File: config.mk
export PLATFORM = sky130hd
export DESIGN_NAME = averaging_multichannel
export DESIGN_NICKNAME = d
export VERILOG_FILES = /design/src/rtl/averaging_multichannel.sv
export SDC_FILE = /design/constraint.sdc
export NUM_CORES = 1
export LEC_CHECK = 0
export BUFFER_PORTS_ARGS = -buffer_cell sky130_fd_sc_hd__buf_2
export CORE_ASPECT_RATIO = 0.5
export CORE_MARGIN = 4
export CORE_UTILIZATION = 59
export CTS_CLUSTER_DIAMETER = 150
export DETAILED_ROUTE_END_ITERATION = 7
export HOLD_SLACK_MARGIN = 0.02
export MAX_ROUTING_LAYER = met4
export PLACE_DENSITY_LB_ADDON = 0.08
export SLEW_MARGIN = 15
export SYNTH_ARGS = -nofsm -noshare
export SYNTH_HDL_FRONTEND = slang
export SYNTH_SLANG_ARGS = --single-unit
export TNS_END_PERCENT = 5
File: constraint.sdc
create_clock -name clock -period 8.2 [get_ports clock]
set_clock_uncertainty 0.15 [all_clocks]
set_input_delay 0.41 -clock clock [delete_from_list [all_inputs] [get_ports clock]]
set_output_delay 0.41 -clock clock [all_outputs]
set_load 0.01 [all_outputs]
File: src/rtl/averaging_multichannel.sv
// Parallel per-channel windowed averager with its own clear/add/show sequencer.
// Optional round-half-up mean when AVERAGING_ROUNDING_EN is defined (truncating otherwise).
module averaging_multichannel #(
    parameter int unsigned channel_count     = 4,
    parameter int unsigned bitwidth_sample   = 12,
    parameter int unsigned log2_sample_count = 3
) (
    input  logic                                       clock,
    input  logic                                       reset,
    input  logic                                       start,
    input  logic                                       sample_valid,
    input  logic [channel_count*bitwidth_sample-1:0]   sample_value,
    output logic                                       busy,
    output logic                                       mean_valid,
    output logic [channel_count*bitwidth_sample-1:0]   mean_value,
    output logic [log2_sample_count:0]                 sample_index
);

    localparam int unsigned CH     = channel_count;
    localparam int unsigned W      = bitwidth_sample;
    localparam int unsigned N      = log2_sample_count;
    localparam int unsigned bitwidth_accumulator = W + N;
    localparam int unsigned ACC_W  = bitwidth_accumulator;
    localparam int unsigned IDX_W  = N + 1;
    localparam int unsigned WINDOW = 1 << N;

    localparam logic [IDX_W-1:0] LAST_INDEX = IDX_W'(WINDOW - 1);

`ifdef AVERAGING_ROUNDING_EN
    localparam int unsigned     SUM_W = ACC_W + 1;
    localparam logic [SUM_W-1:0] ROUND = SUM_W'(WINDOW >> 1);
`endif

    localparam logic [1:0] ST_IDLE       = 2'd0;
    localparam logic [1:0] ST_ACCUMULATE = 2'd1;
    localparam logic [1:0] ST_SHOW       = 2'd2;

    logic [1:0]       state;
    logic [1:0]       state_next;
    logic             clear_c;
    logic             accept_c;
    logic             publish_c;
    logic [ACC_W-1:0] acc [CH];

    // State register
    always_ff @(posedge clock or posedge reset) begin
        if (reset) begin
            state <= ST_IDLE;
        end else begin
            state <= state_next;
        end
    end

    // Next-state and datapath control
    always_comb begin
        state_next = state;
        clear_c    = 1'b0;
        accept_c   = 1'b0;
        publish_c  = 1'b0;
        case (state)
            ST_IDLE: begin
                if (start) begin
                    clear_c    = 1'b1;
                    state_next = ST_ACCUMULATE;
                end
            end
            ST_ACCUMULATE: begin
                // A start always wins over a coincident sample, which is dropped.
                if (start) begin
                    clear_c = 1'b1;
                end else if (sample_valid) begin
                    accept_c = 1'b1;
                    if (sample_index == LAST_INDEX) begin
                        state_next = ST_SHOW;
                    end
                end
            end
            ST_SHOW: begin
                publish_c = 1'b1;
                if (start) begin
                    clear_c    = 1'b1;
                    state_next = ST_ACCUMULATE;
                end else begin
                    state_next = ST_IDLE;
                end
            end
            default: begin
                state_next = ST_IDLE;
            end
        endcase
    end

    // Accumulators, index, and published means
    always_ff @(posedge clock or posedge reset) begin
        if (reset) begin
            for (int unsigned i = 0; i < CH; i++) begin
                acc[i] <= '0;
            end
            sample_index <= '0;
            mean_value   <= '0;
            mean_valid   <= 1'b0;
            busy         <= 1'b0;
        end else begin
            busy       <= (state_next != ST_IDLE);
            mean_valid <= publish_c;
            if (clear_c) begin
                sample_index <= '0;
            end else if (accept_c) begin
                sample_index <= sample_index + IDX_W'(1);
            end
            for (int unsigned i = 0; i < CH; i++) begin
                if (publish_c) begin
`ifdef AVERAGING_ROUNDING_EN
                    mean_value[i*W +: W] <= W'((SUM_W'(acc[i]) + ROUND) >> N);
`else
                    mean_value[i*W +: W] <= W'(acc[i] >> N);
`endif
                end
                if (clear_c) begin
                    acc[i] <= '0;
                end else if (accept_c) begin
                    acc[i] <= acc[i] + ACC_W'(sample_value[i*W +: W]);
                end
            end
        end
    end

endmodule
## Word-level counts from Yosys, hierarchy flattened

Cells that the tools add are included.

- Output and inout port bits: 54
- Bits in latches: 0
- Input port bits: 52
- ROM bits: 0
- Memories kept: 0
- RAM bits: 0
- Logic and storage cells: 43
- Register bits after elaboration: 116

- $add $sub $neg: 5
- $mul: 0
- $lt $le $gt $ge: 0
- Bitwise logic cells: 0
- Multiplexer cells: 22
- Shifts and indexed selects: 0
- Eq/ne operators: 3
- Divide/modulo/power cells: 0
- Reductions and logical operators: 4

Operator list:

| kind | number |
|---|---|
| 15-bit two-way mux | 8 |
| 15-bit by 12-bit adder with 15-bit output | 4 |
| 2-bit two-way mux | 4 |
| 4-bit two-way mux | 2 |
| 1-bit two-way mux | 7 |
| 2-bit case mux with 3 select lines | 1 |
| 4-bit by 1-bit adder with 4-bit output (second input constant) | 1 |
| 4-bit by 3-bit == test with 1-bit output (second input constant) | 1 |
| 2-bit nonzero test | 2 |
| 3-bit OR reduction | 1 |
| 2-bit by 1-bit == test with 1-bit output (second input constant) | 1 |
| 2-bit == test (second input constant) | 1 |
| 2-bit zero test | 1 |

## Depth between registers and ports, before layout

Gate-level depths: netlist of the first run.

- Depth in word-level cells: 6
- Gate-level depth with buffers: 8

## Worst setup path before layout of the first run

Ideal clock, no wire load.

- Path type: input port to flip-flop
- Start point: input port sample_value[0]
- End point: register acc[59] (netlist name)
- Setup time: 0.110 ns
- Arrival time: 2.198 ns
- Slack: 5.742 ns
- Stages on the path: 7
- Cells stage by stage: ha_1 > fa_1 > a21o_2 > a311o_1 > a211oi_1 > o311ai_0 > o41ai_1

- Cells in the longest elaborated chain, start to end: 3

Ends and longest elaborated chain:

| what | RTL line | text |
|---|---|---|
| from (decl) | 12 | `input logic [channel_count*bitwidth_sample-1:0] sample_value,` |
| 15-bit by 12-bit adder with 15-bit output | 122 | `acc[i] <= acc[i] + ACC_W'(sample_value[i*W +: W]);` |
| 15-bit two-way mux | 121 | `end else if (accept_c) begin` |
| 15-bit two-way mux | 119 | `if (clear_c) begin` |
| to (signal, indexed assignment) | 122 |  |
| to (decl) | 43 | `logic [ACC_W-1:0] acc [CH];` |

Every way passes these cells. The select of a mux whose other input is x is not followed.
A chain may end at the register's enable or synchronous reset.

## Final worst setup path of the first run

- Start point: register acc[0] (netlist name)
- End point: register acc[14] (netlist name)

- Cells in the longest elaborated chain, start to end: 3

Ends and longest elaborated chain:

| what | RTL line |
|---|---|
| 15-bit by 12-bit adder with 15-bit output | 122 |
| 15-bit two-way mux | 121 |
| 15-bit two-way mux | 119 |

Every way passes these cells. The select of a mux whose other input is x is not followed.

==> metrics.md, run 1 <==
| Metric | Value |
|---|---|
| Outcome | `finished clean` |
| Die ar. | `0.0132 mm2` |
| Ant diodes | `0` |
| Final net count | `848` |
| Synth cell types | `70` |
| CP cell instances | `ha_1, fa_1, a211oi_1, o21ai_0, a311oi_1, o21ai_0, a21oi_1` |
| Clock tree sinks | `116` |
| R2R Setup Slk | `5.49 ns` |
| Data arrival time of the critical path | `2.90 ns` |
| Area contributors post-synth | `dfrtp_1, ha_1, mux2_2` |
| Hold Crit Depth | `3` |
| Post-cts resize count | `0` |
| Worst-Skew Late Latency | `0.41 ns` |
| Fraction of registers with async set/reset | `100%` |
| Syn Nets | `743` |
| Final min period | `2.71 ns` |
| Worst path top cell family by delay | `compound AO/OA/AOI/OAI gates` |
| Crit path top cell by count | `o21ai_0` |
| Dominant cell type by area after synthesis | `dfrtp_1` |
| Core area | `0.0110 mm2` |
| Final Max Slew Viols | `0` |
| P&R area growth vs syn | `19.6%` |
| Met2 WL | `6590 um` |
| Sequential fraction of the synthesis area | `43.3%` |
| Detailed-route vias per instance | `5.96` |
| Drc violations | `0` |
| RSZ-0062 raised after global routing | `false` |
| Metal1 wirelength | `7650 um` |
| Hold Path Origin | `start` |
| Hold-fix buffers at CTS | `1` |
| Worst Path Max Fanout | `4` |
| Endpoint class of the critical path | `flip-flop` |
| Die X | `159 um` |
| Dpl hpwl | `10,700 um` |
| Row cnt | `27` |
| Power density cells | `249 mW/mm2` |
| Cells after synthesis | `638` |
| CTS tree | `yes` |
| Worst-Margin Slew | `0.901 ns` |
| Max-slew headroom | `39.9%` |
| Critical path type | `reg2reg` |
| Synth Cell Area | `0.00670 mm2` |
| CTS root buf | `clkbuf_16` |
| CTS buffer count | `17` |
| Peak supply drop | `0.145 mV` |
| Via count | `5,373` |
| Largest net degree at the start of global routing | `73` |
| Final hold vios | `0` |
| Vias in the first global route | `5,402` |
| Fmax | `0.368 GHz` |
| #FFs+latches synth | `116` |
| Antenna Nets Post-Route | `0` |
| Chip Height | `83.4 um` |
| Leakage | `4.10 nW` |
| GRT Util Overall | `24.8%` |
| Initial drt markers | `395` |
| R2R depth | `7` |
| Slowest CP cell | `a311oi_1` |
| Slowest stage delay, CP | `0.53 ns` |
| Startpoint of the worst register-to-register path | `acc[0]` |
| Setup Fix Bufs, Post-CTS | `0` |
| Buffers and inverters on the worst path | `0` |
| Max Used Layer | `met4` |
| Layout cell share with drive strength beyond 1 | `27.1%` |
| Clk slew on worst S/H paths | `0.06 ns` |
| Worst r2r dst | `acc[14]` |
| Avg Synthesized Cell Area | `10.5 um2` |
| First-pass GRT wire length | `26,400 um` |
| Clk buf depth | `2` |
| Routed met3 length | `915 um` |
| Grt total ovfl | `0` |
| Max cap viols | `0` |
| IO Pins | `106` |
| Sink of the worst hold path | `busy` |
| Min-Delay Path Class | `in2reg` |
| Starting Density | `60.7%` |
| Post-synth top flop | `dfrtp_1` |
| Final setup violation count | `0` |
| Post-synth top area share | `43.3%` |
| Min Hold Slack | `0.185 ns` |
| Post-synth EDFFs | `0` |
| Critical Path RT | `8.38 ns` |
| Setup TNS | `0 ns` |
| Yosys warns | `0` |
| Antenna violations before repair | `0` |
| Startpoint class of the critical path | `flip-flop` |
| Drt total wl | `15,300 um` |
| Port buffer count | `105` |
| Gp weighted congestion | `0.846` |
| TritonRoute pass-1 iters | `4` |
| Tcrit/Tclk final | `33.1%` |
| CTS H-tree lvls | `4` |
| Drt wl/cell | `16.9 um` |
==> Yosys cell counts, drive strengths merged, types with 8 or more instances <==
cell type	instances
o211ai	9
inv	13
nand2	68
mux2	49
a22o	9
a21o	15
clkbuf	15
xor2	24
nand4	8
o21ai	57
and3	8
a21oi	32
ha	49
buf	10
dfrtp	116
xnor2	9
nand3	14
nor2	23
==> area by class of cell <==
type	instances	area, um2
inverters	13	51.3
fillers	806	3030
clock inverters	10	153
clock buffers	22	474
multi-input cells	484	3680
repair buffers	111	573
flip-flops and latches	116	2900
well taps	145	181
==> worst max path at each step <==
stage / start / to / slack [ns] / cells past startpoint
floorplan: reset / acc[0] / 4.57 / 1
global placement: sample_value[36] / acc[14] / 5.51 / 8
detailed placement: sample_value[36] / acc[14] / 5.36 / 8
CTS: acc[0] / acc[14] / 5.49 / 7
global route: acc[0] / acc[14] / 5.32 / 7
finish: acc[0] / acc[14] / 5.49 / 7
==> cell families after synthesis <==
family	after synthesis	share of synthesized area, %
flip-flops	116	43.3
AO/OA/AOI/OAI	186	19.2
buffers and inverters	38	2.24
XOR/XNOR	33	4.31
multiplexers	54	9.03
adder cells (fa/ha/maj)	53	10.3
AND/OR/NAND/NOR	158	11.6
==> worst min-delay path: stages <==
cell and delay, ns:
buf_2 0.14, nor2_1 0.09, a21oi_1 0.06
==> stage by stage <==
step | area (um2) | util, % | std cells | total power [mW] | setup WS, ns
floorplan | 6700 | - | 638 | 1.08 | 4.57
global placement | 7380 | 66.8 | 868 | 1.18 | 5.51
detailed placement | 7380 | 66.8 | 868 | 1.20 | 5.36
CTS | 8020 | 72.6 | 901 | 2.00 | 5.49
global route | 8020 | 72.6 | 901 | 2.12 | 5.32
finish | 8020 | 72.6 | 901 | 2.00 | 5.49
==> report_power, final <==
group / total [mW] / internal, mW / switching (mW)
clock network: 0.794 / 0.530 / 0.264
registers: 0.680 / 0.629 / 0.0510
logic: 0.522 / 0.214 / 0.308
==> registers in the layout, indices dropped and copies added, names as in the netlist <==
signal and cells:
mean_valid 1, mean_value 48, busy 1, acc 60, sample_index 4, state 2
==> placed cells by master, fill, tap and decap left out, types with 12 or more instances in the layout <==
cell / count
xor2_1: 24
clkbuf_16: 17
ha_1: 49
a21oi_1: 31
inv_1: 12
a21o_1: 14
nand2_1: 68
mux2_2: 48
nand3_1: 13
nor2_1: 22
buf_2: 105
dfrtp_1: 116
o21ai_0: 56
==> metal layers <==
layer	track usage [%]	up-vias
met5	-	-
li1	-	2598
met4	7.32	0
met3	5.40	14
met1	34.7	2604
met2	36.5	157
Power figures use the tool's default switching activity.
==> inputs of run 2 (changes only) <==
CORE_UTILIZATION = 52   (was 59)
clock period = 2.3 ns   (was 8.2 ns; I/O delays follow)
==> run 2 against run 1 <==
Effect of this change:
- hold slack got worse by 0.16 ns
- cell area up 6.9%
- via count is 2.0% higher
- global-route usage down 1.5 points
- sequential cell count unchanged
- critical path type unchanged
- largest cell class unchanged
==> metrics.md, run 2 (synthesis gave the netlist of run 1 again) <==
| Metric | Value |
|---|---|
| Crit path top cell by count | `a2111oi_4` |
| Antenna violations before repair | `0` |
| Setup TNS | `0 ns` |
| Critical path type | `reg2reg` |
| Row cnt | `28` |
| Slowest stage delay, CP | `0.49 ns` |
| Gp weighted congestion | `0.875` |
| Drc violations | `0` |
| Tcrit/Tclk final | `99.3%` |
| Setup ws final | `0.0161 ns` |
| Sw frac | `32.0%` |
| Drt total wl | `16,000 um` |
| Core area | `0.0122 mm2` |
| Final setup violation count | `0` |
| Largest net degree at the start of global routing | `117` |
| Slowest CP cell | `a2111oi_4` |
| Die X | `169 um` |
| Buffers and inverters on the worst path | `0` |
| Fmax | `0.438 GHz` |
| GRT Util Overall | `23.3%` |
| Commonest non-fill, non-tap cell in the layout | `dfrtp_1` |
| Worst r2r dst | `acc[58]` |
| Final core occ | `70.3%` |
| Pre-CTS setup slack | `-0.159 ns` |
| Most frequent cells in the layout | `dfrtp_1, buf_2, nand2_1` |
| Final min period | `2.28 ns` |
| Min-Delay Path Class | `in2reg` |
| Data arrival time of the critical path | `2.44 ns` |
| Critical Path RT | `2.45 ns` |
| R2R depth | `6` |
| Worst Path Max Fanout | `4` |
| Clock tree sinks | `116` |
| Layout cell share with drive strength beyond 1 | `33.5%` |
| Combinational power share | `30.1%` |
| Min Hold Slack | `0.0295 ns` |
| Final hold vios | `0` |
| Endpoint class of the critical path | `flip-flop` |
| Clock group share of total power | `36.3%` |
| Initial drt markers | `294` |
| Worst path top cell family by delay | `compound AO/OA/AOI/OAI gates` |
| Outcome | `finished clean` |
| CTS tree | `yes` |
| Port buffer count | `105` |
| Final Max Slew Viols | `0` |
| Max FFs per register | `60` |
| Setup Fix Bufs, Post-CTS | `0` |
| Antenna Nets Post-Route | `0` |
| Biggest register | `acc` |
| Worst-Margin Slew | `0.701 ns` |
| Grt total ovfl | `0` |
| Clk buf depth | `2` |
| Starting Density | `55.0%` |
| Peak supply drop | `0.400 mV` |
| TritonRoute pass-1 iters | `4` |
| Final Non-Filler Cells | `965` |
| CTS H-tree lvls | `4` |
| CTS root buf | `clkbuf_16` |
| Hold Path Origin | `sample_value[18]` |
| Leakage | `4.30 nW` |
| RSZ-0062 raised after global routing | `true` |
| Chip Height | `88.3 um` |
| Max cap viols | `0` |
| R2R Setup Slk | `0.02 ns` |
| P_int | `4.93 mW` |
| DP Cell Count | `924` |
| Power density cells | `846 mW/mm2` |
| Worst-Skew Late Latency | `0.41 ns` |
| Final net count | `892` |
| Die ar. | `0.0149 mm2` |
| Hold Crit Depth | `4` |
| Detailed-route vias per instance | `5.68` |
| Clk slew on worst S/H paths | `0.05 ns` |
| IO Pins | `106` |
| Switch Pwr | `2.32 mW` |
| Sink of the worst hold path | `acc[36]` |
| Ant diodes | `0` |
| Biggest regs | `acc: 60 flops, mean_value: 48 flops, sample_index: 4 flops` |
| CTS buffer count | `17` |
| Via count | `5,479` |
| First-pass GRT wire length | `27,200 um` |
| Vias in the first global route | `5,566` |
| Max-slew headroom | `53.3%` |
| CP cell instances | `ha_4, a21oi_2, a2111oi_4, o21ai_2, mux2_4, a2111oi_4` |
| Drt wl/cell | `16.6 um` |
| Sequential power share | `33.6%` |
| Startpoint class of the critical path | `flip-flop` |
| Dpl hpwl | `11,000 um` |
| P&R area growth vs syn | `27.8%` |
| Startpoint of the worst register-to-register path | `acc[47]` |
==> run 2: cell count changes in the layout (fill, tap and decap cells not counted), moves of 4 or more <==
cell,before,now
o21ai_0,56,51
buf_12,0,4
ha_4,0,5
ha_1,49,41
dlygate4sd3_1,1,9
buf_4,5,37
==> run 2: metrics by stage <==
stage / total power [mW] / instance area (um2)
6_report: 7.24 / 8570
5_1_grt: 7.67 / 8570
4_1_cts: 7.16 / 8450
3_5_place_dp: 4.46 / 7720
3_3_place_gp: 4.41 / 7720
2_1_floorplan: 3.85 / 6710
==> run 2: worst register-to-register path: cells and delay by family, from the launching register on <==
family	cells	cell delay (ns)
DFF	1	0.40
muxes	1	0.32
AOI/OAI and AO/OA	4	1.01
adders and majority gates	1	0.31
==> run 2: worst max path at each step <==
stage,from,end,depth (start not counted)
floorplan,acc[45],acc[59],7
global placement,acc[45],acc[59],8
detailed placement,acc[45],acc[59],8
CTS,acc[49],acc[58],6
global route,acc[46],acc[58],6
finish,acc[47],acc[58],6
==> run 2: routing by layer <==
| metal | global-route usage, % | share of wire [%] | routed length [um] | up-vias |
|---|---|---|---|---|
| met2 | 34.9 | 43 | 6960 | 130 |
| met4 | 7.29 | 1.1 | 174 | 0 |
| met1 | 32.8 | 51 | 8200 | 2632 |
| met3 | 4.06 | 4.4 | 703 | 20 |
| li1 | - | - | - | 2697 |
| met5 | - | 0 | 0 | - |
==> run 2: timing repair <==
action / in CTS / in global routing
gates resized for setup: 8 / 30
setup endpoints to repair: 8 / 28
hold buffers: 9 / 0
endpoints found under the hold margin: 125 / 0
pin swaps: 4 / 4
==> run 2: layout make-up <==
| type | instances | area (um2) |
|---|---|---|
| clock inverter | 11 | 135 |
| inverter | 13 | 52.6 |
| tap | 165 | 206 |
| clock buffer | 21 | 440 |
| multi-input combinational | 484 | 3860 |
| sequential | 116 | 2900 |
| fill | 918 | 3620 |
| timing repair buffer | 155 | 973 |
==> run 2: power by group through the flow <==
stage                     logic, mW  clock network (mW)  registers [mW]
after floorplan                1.45                   0            2.40
after global placement         1.96                   0            2.45
after detailed placement       2.00                   0            2.46
after CTS                      2.07                2.66            2.43
after global routing           2.44                2.77            2.47
final                          2.18                2.63            2.43
